`src/rtl/video_pkg.sv`:
```
// Shared types and constants for the SPI-fed video control path.
package video_pkg;

    typedef enum logic [1:0] {
        IDLE       = 2'd0,
        STARTUP    = 2'd1,
        WAIT_FIRST = 2'd2,
        PLAY       = 2'd3
    } ctrl_state_t;

    // 200x150 scaled frame in normal use, 8x6 for quick simulation
    localparam int NORMAL_FRAME_BITS      = 30000;
    localparam int TEST_FRAME_BITS        = 48;
    localparam int DEFAULT_STARTUP_FRAMES = 60;

endpackage

```
`src/rtl/spi_sync.sv`:
```
// Brings the asynchronous SPI pins into the pixel clock domain and turns
// synced SCLK rising edges into a one-cycle strobe with its data bit.
module spi_sync #(
    parameter int SYNC_STAGES = 2
) (
    input  logic clk,
    input  logic rst,
    input  logic spi_sclk,
    input  logic spi_mosi,
    input  logic spi_cs_n,
    output logic strobe,
    output logic bit_value,
    output logic cs_active
);

    logic [SYNC_STAGES-1:0] sclk_sync_reg;
    logic [SYNC_STAGES-1:0] mosi_sync_reg;
    logic [SYNC_STAGES-1:0] cs_n_sync_reg;
    logic                   sclk_prev_reg;
    logic                   strobe_reg;
    logic                   bit_reg;
    logic                   cs_reg;
    logic                   sclk_s;
    logic                   mosi_s;
    logic                   cs_n_s;
    logic                   rise;

    assign sclk_s = sclk_sync_reg[SYNC_STAGES-1];
    assign mosi_s = mosi_sync_reg[SYNC_STAGES-1];
    assign cs_n_s = cs_n_sync_reg[SYNC_STAGES-1];
    assign rise   = sclk_s & ~sclk_prev_reg;

    // cs is re-registered so it lines up with the strobe it qualifies
    always_ff @(posedge clk or posedge rst) begin
        if (rst) begin
            sclk_sync_reg <= '0;
            mosi_sync_reg <= '0;
            cs_n_sync_reg <= '1;
            sclk_prev_reg <= 1'b0;
            strobe_reg    <= 1'b0;
            bit_reg       <= 1'b0;
            cs_reg        <= 1'b0;
        end else begin
            sclk_sync_reg <= {sclk_sync_reg[SYNC_STAGES-2:0], spi_sclk};
            mosi_sync_reg <= {mosi_sync_reg[SYNC_STAGES-2:0], spi_mosi};
            cs_n_sync_reg <= {cs_n_sync_reg[SYNC_STAGES-2:0], spi_cs_n};
            sclk_prev_reg <= sclk_s;
            strobe_reg    <= rise;
            cs_reg        <= ~cs_n_s;
            if (rise) begin
                bit_reg <= mosi_s;
            end
        end
    end

    assign strobe    = strobe_reg;
    assign bit_value = bit_reg;
    assign cs_active = cs_reg;

endmodule

```
`src/rtl/frame_stream_ctrl.sv`:
```
// Frame bit counting, ping-pong bank schedule and VGA startup sequencing
// for the SPI video stream; banks only swap on a VGA frame boundary.
module frame_stream_ctrl
    import video_pkg::*;
#(
    parameter int FRAME_BITS     = NORMAL_FRAME_BITS,
    parameter int STARTUP_FRAMES = DEFAULT_STARTUP_FRAMES,
    parameter int SYNC_STAGES    = 2
) (
    input  logic CLK_40,
    input  logic reset,
    input  logic spi_sclk,
    input  logic spi_mosi,
    input  logic spi_cs_n,
    input  logic frame_boundary,
    output logic data_clk_rising_edge,
    output logic received_bit,
    output logic chip_select,
    output logic video_data_ready,
    output logic read_bank1,
    output logic read_bank2,
    output logic VGA_en,
    output logic VGA_startup_en,
    output logic frame_overrun
);

    localparam int CNT_W = $clog2(FRAME_BITS + 1);
    localparam int SU_W  = $clog2(STARTUP_FRAMES + 1);
    localparam logic [CNT_W-1:0] LAST_BIT     = CNT_W'(FRAME_BITS - 1);
    localparam logic [SU_W-1:0]  LAST_STARTUP = SU_W'(STARTUP_FRAMES - 1);

    ctrl_state_t      state_reg, state_next;
    logic [CNT_W-1:0] bit_cnt_reg, bit_cnt_next;
    logic [SU_W-1:0]  startup_cnt_reg, startup_cnt_next;
    logic             frame_pending_reg, frame_pending_next;
    logic             bank_sel_reg, bank_sel_next;
    logic             overrun_reg, overrun_next;

    logic raw_strobe, raw_bit, cs_sync;
    logic in_window, active, candidate, accept, swap;

    spi_sync #(.SYNC_STAGES(SYNC_STAGES)) u_spi_sync (
        .clk       (CLK_40),
        .rst       (reset),
        .spi_sclk  (spi_sclk),
        .spi_mosi  (spi_mosi),
        .spi_cs_n  (spi_cs_n),
        .strobe    (raw_strobe),
        .bit_value (raw_bit),
        .cs_active (cs_sync)
    );

    always_ff @(posedge CLK_40 or posedge reset) begin
        if (reset) begin
            state_reg         <= IDLE;
            bit_cnt_reg       <= '0;
            startup_cnt_reg   <= '0;
            frame_pending_reg <= 1'b0;
            bank_sel_reg      <= 1'b0;
            overrun_reg       <= 1'b0;
        end else begin
            state_reg         <= state_next;
            bit_cnt_reg       <= bit_cnt_next;
            startup_cnt_reg   <= startup_cnt_next;
            frame_pending_reg <= frame_pending_next;
            bank_sel_reg      <= bank_sel_next;
            overrun_reg       <= overrun_next;
        end
    end

    always_comb begin
        state_next         = state_reg;
        bit_cnt_next       = bit_cnt_reg;
        startup_cnt_next   = startup_cnt_reg;
        frame_pending_next = frame_pending_reg;
        bank_sel_next      = bank_sel_reg;
        overrun_next       = overrun_reg;

        in_window = (state_reg == WAIT_FIRST) || (state_reg == PLAY);
        active    = (state_reg != IDLE);
        candidate = raw_strobe & cs_sync & in_window;
        accept    = candidate & ~frame_pending_reg;
        swap      = frame_boundary & frame_pending_reg;

        // accept and swap are exclusive: one needs pending low, the other high
        if (accept) begin
            if (bit_cnt_reg == LAST_BIT) begin
                bit_cnt_next       = '0;
                frame_pending_next = 1'b1;
            end else begin
                bit_cnt_next = bit_cnt_reg + 1'b1;
            end
        end
        if (candidate & frame_pending_reg) begin
            overrun_next = 1'b1;
        end
        if (swap) begin
            bank_sel_next      = ~bank_sel_reg;
            frame_pending_next = 1'b0;
        end

        case (state_reg)
            IDLE: state_next = STARTUP;
            STARTUP: begin
                if (frame_boundary) begin
                    startup_cnt_next = startup_cnt_reg + 1'b1;
                    if (startup_cnt_reg == LAST_STARTUP) begin
                        state_next = WAIT_FIRST;
                    end
                end
            end
            WAIT_FIRST: begin
                if (swap) begin
                    state_next = PLAY;
                end
            end
            PLAY:    state_next = PLAY;
            default: state_next = IDLE;
        endcase

        data_clk_rising_edge = accept;
        received_bit         = accept & raw_bit;
        chip_select          = cs_sync & active;
        video_data_ready     = cs_sync & in_window;
        read_bank1           = active & ~bank_sel_reg;
        read_bank2           = active & bank_sel_reg;
        VGA_en               = active;
        VGA_startup_en       = (state_reg == STARTUP) || (state_reg == WAIT_FIRST);
        frame_overrun        = overrun_reg;
    end

endmodule

```
`config.mk`:
```
export PLATFORM = sky130hd
export DESIGN_NAME = frame_stream_ctrl
export DESIGN_NICKNAME = d
export VERILOG_FILES = /design/src/rtl/video_pkg.sv /design/src/rtl/spi_sync.sv /design/src/rtl/frame_stream_ctrl.sv
export SDC_FILE = /design/constraint.sdc
export NUM_CORES = 1
export LEC_CHECK = 0
export CAP_MARGIN = 20
export CORE_MARGIN = 2
export CORE_UTILIZATION = 55
export DETAILED_ROUTE_END_ITERATION = 12
export MAX_ROUTING_LAYER = met4
export PLACE_DENSITY_LB_ADDON = 0.08
export SYNTH_ARGS = -nofsm -noshare
export SYNTH_HDL_FRONTEND = slang
export SYNTH_HIERARCHICAL = 1
export SYNTH_SLANG_ARGS = --single-unit
export TNS_END_PERCENT = 20
```
`constraint.sdc`:
```
create_clock -name CLK_40 -period 3.1 [get_ports CLK_40]
set_input_delay 0.62 -clock CLK_40 [delete_from_list [all_inputs] [get_ports CLK_40]]
set_output_delay 0.62 -clock CLK_40 [all_outputs]
set_load 0.05 [all_outputs]
```
==> results.ini, run 1 <==
[timing]
setup_violations=0
slew_viol_final=0
rsz0062_at_grt=false
finalHoldViolations=0
max-slew-margin-rel=0.660
postLayoutSetupSlackWorst_ns=0.156
setup_tns_ns=0
clock_skew_ns=0.00751
period_needed_ns=2.94
timing.fmax_ghz=0.340
tightest_slew_ns=0.509
whs_ns=0.365
min_period_over_period=0.950

[floorplan]
core_um2=2980
die_x_um=59.2
num_io_pins=15
die-area_um2=3500
die_h_um=59.2
rows=20
initial_core_util=0.562

[clock_tree]
clk_path_buf_depth=2
cts_tree=yes
root_buffer=clkbuf_4
clock_sinks=36
cts_buffers=5
clk_latency_ns=0.34
clkTransAtPathRegs_ns=0.10
htreeDepth=2

[setup_path]
r2r_slack_ns=1.34
crit_chain=inv_1 -> ha_1 -> o21a_2 -> nand3_4 -> inv_2 -> clkdlybuf4s50_1
rr_worst_depth=6
cpPeakStageDelay_ns=0.80
r2r_end=bit_cnt_reg[11]
path_max_fanout=10
end_kind=output pin
worstSetupStartpoint=state_reg[0]
timing.rr.start=state_reg[0]
path_class=reg2out
cp_data_arrival_time_ns=2.32
start_kind=flip-flop
slowest_stage=clkdlybuf4s50_1
worstPathRequired_ns=2.48

[synth]
ys_seq_area_frac=0.540
synth_area_per_cell_um2=11.5
syn_inst=146
synth_nets=159
ys.flop_type=dfrtp_1
syn_area_um2=1670
synth-edff-count=0
synth-async-reset-ratio=1.00
ys_seq_elements=36
synthDistinctLibCells=40
ys.warnings.count=6

[placement]
place_inst=194
dp_slack_ns=0.407
gp_congestion=0.765
numPortBuffers=14
dpl.hpwl_mm=2.10

[final_layout]
layout-drive-gt1-share=0.136
multiInputGateArea_um2=721
largest_register_ffs=15
fin_cells=202
fin_nets=181
area_growth_pct=15.0
diodes=0
layout.area.seq_um2=903
fillCellCount=258

[power]
cellLeakagePower_nw=0.871
swShare=0.275
powerDensity_nw_per_um2=477
clkPwrFrac=0.283
p_switching_mw=0.252
power_frac_seq=0.589
p_int_mw=0.665
peakVddDrop_uv=289
comb_power_share=0.128

[min_path]
hold_depth=0
hold_end=u_spi_sync/mosi_sync_reg[1]
hp-class=reg2reg
hp-start=u_spi_sync/mosi_sync_reg[0]

[drt]
postRouteAntennaNets=0
via_per_inst=5.59
wl_mm=2.77
drt-wirelength-per-cell_um=13.7
dr_total_vias=1130
drc=0
drtPass1Iterations=4
drt-initial-drc-count=23

[global_routing]
grt_remaining_overflow=0
grt_max_degree=16
antenna_found_initial=0
grt_usage=0.202
grt_pass1_vias=1154
grt_pass1_wl_mm=4.95

[run]
drv_cap=0

[outcome]
status=finished, final reports clean

==> cell usage in the layout, fill, tap and decap left out, types with 3 or more instances in the layout <==
cell / synthesis / layout
nand4_1: 5 / 5
a21oi_1: 4 / 4
nor2_1: 7 / 7
inv_1: 12 / 12
ha_1: 7 / 7
dfrtp_1: 34 / 34
xnor2_1: 12 / 12
o21ai_0: 3 / 3
and2_1: 3 / 3
nand3_1: 11 / 11
clkdlybuf4s50_1: 0 / 13
nand2_1: 11 / 11
clkbuf_4: 0 / 5
==> cell usage after synthesis, types with 2 or more instances <==
cell type / number / area (um^2)
dfrtp_1: 34 / 851
inv_1: 12 / 45.0
xnor2_1: 12 / 105
nand2_1: 11 / 41.3
nand3_1: 11 / 55.1
ha_1: 7 / 87.6
nor2_1: 7 / 26.3
nand4_1: 5 / 31.3
a21oi_1: 4 / 20.0
and2_1: 3 / 18.8
o21ai_0: 3 / 15.0
a21o_1: 2 / 15.0
and3_1: 2 / 12.5
dfstp_2: 2 / 52.6
nor2b_1: 2 / 12.5
nor3_1: 2 / 10.0
nor4_2: 2 / 25.0
o21ai_1: 2 / 10.0
xor2_1: 2 / 17.5
==> worst max-delay path: cells and delay by family, from the launching register on <==
kind | cells | cell delay (ns)
AO/OA/AOI/OAI | 1 | 0.18
adder cells (fa/ha/maj) | 1 | 0.21
buffers and inverters | 3 | 1.04
flip-flops | 1 | 0.42
AND/OR/NAND/NOR | 1 | 0.14
==> repair_timing <==
item / CTS / global route
setup buffers: 0 / 0
setup endpoints to repair: 0 / 1
hold buffers: 0 / 0
gates resized for setup: 0 / 1
==> per-layer routing <==
metal  vias up  share of wire  wire (um)  track usage
met2        21           0.50       1380        0.314
met4         0          0.030         83        0.130
met5         -              0          0            -
li1        548              -          -            -
met3         9          0.035         96       0.0568
met1       552           0.44       1210        0.228
==> per-stage QoR <==
stage / utilization / instance area, um^2 / power, mW
final: 0.646 / 1920 / 0.917
after global routing: 0.646 / 1920 / 0.962
after CTS: 0.645 / 1920 / 0.926
after detailed placement: 0.625 / 1860 / 0.667
after global placement: 0.625 / 1860 / 0.665
after floorplan: - / 1670 / 0.625
==> logic make-up after synthesis <==
logic type / count (synthesis) / synth area share
simple gates: 57 / 0.222
flops: 36 / 0.540
compound gates: 16 / 0.0613
xor+xnor: 14 / 0.0733
buf+inv: 13 / 0.0292
fa+ha+maj: 7 / 0.0524
mux: 3 / 0.0217
==> power by group through the flow <==
stage	Sequential, mW	Combinational (mW)	Clock (mW)
after global routing	0.545	0.132	0.285
after floorplan	0.543	0.0824	0
after global placement	0.548	0.117	0
after CTS	0.540	0.119	0.267
final	0.541	0.117	0.260
after detailed placement	0.549	0.118	0
==> worst max-delay path by stage <==
| stage | to | slack [ns] | depth (start not counted) |
|---|---|---|---|
| floorplan | received_bit | 0.59 | 6 |
| global placement | received_bit | 0.46 | 7 |
| detailed placement | received_bit | 0.41 | 7 |
| CTS | received_bit | 0.02 | 7 |
| global route | data_clk_rising_edge | 0.02 | 6 |
| finish | data_clk_rising_edge | 0.16 | 6 |
==> layout make-up <==
type | count | share of cell area
Clock buffer | 8 | 0.0306
Timing Repair Buffer | 15 | 0.0781
Inverter | 13 | 0.0254
Sequential cell | 36 | 0.470
Tap cell | 33 | 0.0215
Multi-Input combinational cell | 97 | 0.375
(Power assumes the default switching activity.)
==> run 2, diff against run 1 <==
Settings changed: ABC_AREA set to 1.
==> run 2 against run 1 <==
  * Combinational power increased by 20%
  * Maximum frequency increased by 3.3%
  * Synthesized area increased by 9.3%
  * Synthesized cell count increased by 51%
  * First-iteration DRC count increased to 3.0 times the previous value
  * Non-clock buffer count unchanged
  * Global-route usage increased by 2.0 points
  * Cell area increased by 7.1%
  * Worst hold slack got worse by 0.0087 ns
  * Via count increased by 27%
  * Sequential power decreased by 1%
  * Die area increased by 8.6%
==> results.ini, run 2 <==
[synth]
ys_seq_area_frac=0.494
syn_area_um2=1830
synth_area_per_cell_um2=8.27
synth_top_area_frac=0.465
synth.largest_area_cell=dfrtp_1
syn_inst=221
synth-async-reset-ratio=1.00
synth_nets=234
synth-edff-count=0
synth_common_cells=nand2_1 (58), dfrtp_1 (34), nor2_1 (30), inv_1 (28), nand3_1 (19)
ys_seq_elements=36
ys.warnings.count=6
synthDistinctLibCells=25
ys.flop_type=dfrtp_1
synthTopCellsByArea=dfrtp_1 (47%), nand2_1 (12%), nor2_1 (6.2%), inv_1 (5.7%), nand3_1 (5.2%)
synth.most_common_cell=nand2_1

[drt]
drt-wirelength-per-cell_um=12.2
postRouteAntennaNets=0
dr_total_vias=1436
wl_mm=3.50
drc=0
drtPass1Iterations=6
via_per_inst=5.02
drt-initial-drc-count=70

[timing]
setup_violations=0
rsz0062_at_grt=false
slew_viol_final=0
period_needed_ns=2.85
min_period_over_period=0.920
finalHoldViolations=0
timing.fmax_ghz=0.351
clock_skew_ns=0.00776
tightest_slew_ns=0.507
max-slew-margin-rel=0.661
setup_tns_ns=0

[power]
p_int_mw=0.665
total_power_mw=0.932
comb_power_share=0.151
power_frac_seq=0.573
clkPwrFrac=0.276
p_switching_mw=0.267
peakVddDrop_uv=431
swShare=0.286
cellLeakagePower_nw=1.06
powerDensity_nw_per_um2=453

[clock_tree]
clock_sinks=36
cts_buffers=5
clkTransAtPathRegs_ns=0.10
cts_tree=yes
root_buffer=clkbuf_4
clk_path_buf_depth=2
htreeDepth=2
cts_setup_buffers=0
clk_latency_ns=0.33

[final_layout]
layout-drive-gt1-share=0.107
final_cell_mix=nand2_1 (58), dfrtp_1 (34), nor2_1 (30), inv_1 (28), nand3_1 (19)
fillCellCount=280
fin_nets=254
multiInputGateArea_um2=772
largest_register_ffs=15
fin_cells=286
fin_util=0.664
final_common_cell=nand2_1
area_growth_pct=12.7
layout.area.seq_um2=903
diodes=0

[placement]
gp_congestion=0.823
dpl.hpwl_mm=2.68
numPortBuffers=14
place_inst=278

[setup_path]
cp_data_arrival_time_ns=2.23
start_kind=flip-flop
path_max_fanout=19
slowest_stage=dlygate4sd2_1
end_kind=output pin
path_class=reg2out
crit_path_frequent_cell=nor2_2
worstPathRequired_ns=2.48
cpPeakStageDelay_ns=0.55
crit_chain=inv_1 -> ha_1 -> nor2_2 -> nor2_2 -> nand2_2 -> inv_6 -> dlygate4sd2_1

[global_routing]
grt_pass1_wl_mm=5.89
grt_pass1_vias=1365
grt_max_degree=27
grt_remaining_overflow=0
grt_usage=0.222
antenna_found_initial=0

[run]
drv_cap=0

[outcome]
status=finished, final reports clean

[floorplan]
die_x_um=61.7
die_h_um=61.7
die-area_um2=3800
core_um2=3100
rows=20
initial_core_util=0.589
num_io_pins=15

[min_path]
hp-class=reg2reg

## run 2: path summary, 6_finish.rpt
kind / startpoint / to / slack, ns / depth (start not counted)
setup reg to reg: state_reg[0] / bit_cnt_reg[13] / 1.27 / 9
max in group asynchronous: reset / startup_cnt_reg[2] / 2.16 / 3
min in group asynchronous: reset / u_spi_sync/sclk_sync_reg[0] / 0.59 / 2
hold reg to reg: u_spi_sync/sclk_sync_reg[0] / u_spi_sync/sclk_sync_reg[1] / 0.36 / 0
hold / removal: u_spi_sync/sclk_sync_reg[0] / u_spi_sync/sclk_sync_reg[1] / 0.36 / 0
setup / recovery: state_reg[0] / data_clk_rising_edge / 0.25 / 7
## run 2: power by group through the flow
stage	logic [mW]	registers, mW	clock network [mW]
floorplan	0.104	0.539	0
global placement	0.137	0.543	0
detailed placement	0.143	0.544	0
CTS	0.142	0.535	0.267
global route	0.158	0.540	0.285
finish	0.140	0.535	0.257
## run 2: cell type report
cell class                      count  area share
Timing Repair Buffer               15      0.0723
Inverter                           31      0.0589
Multi-Input combinational cell    152       0.375
Clock buffer                        8      0.0286
Tap cell                           44      0.0267
Sequential cell                    36       0.439
## run 2: logic make-up after synthesis
logic type,Yosys count,share of synthesized area
AND/OR/NAND/NOR,124,0.295
flip-flops,36,0.494
buffers and inverters,33,0.0835
AO/OA/AOI/OAI,12,0.0363
XOR/XNOR,9,0.0431
adder cells (fa/ha/maj),7,0.0479
## run 2: per-stage QoR
step                setup WS [ns]  hold WS [ns]  cell area [um^2]
floorplan                   0.764         0.331              1830
global placement            0.415         0.332              2000
detailed placement          0.346         0.337              2000
CTS                        0.0501         0.360              2060
global route               0.0895         0.372              2060
finish                      0.249         0.356              2060
## run 2: layer usage
metal  up-vias  global-route usage  part of all wire
met5         -                   -                 0
met1       691               0.253              0.43
met4         0              0.0760             0.011
met2        23               0.386              0.53
li1        718                   -                 -
met3         4              0.0462             0.030
## run 2: what timing repair did
action | 4_1_cts | 5_1_grt
setup endpoints to repair | 1 | 1
hold buffers | 0 | 0
resized for setup | 1 | 1
## run 2: critical path, delay by kind of cell (launching register included)
kind	cells	cell delay, ns
buffers and inverters	3	0.90
flip-flops	1	0.42
AND/OR/NAND/NOR	3	0.38
adder cells (fa/ha/maj)	1	0.20
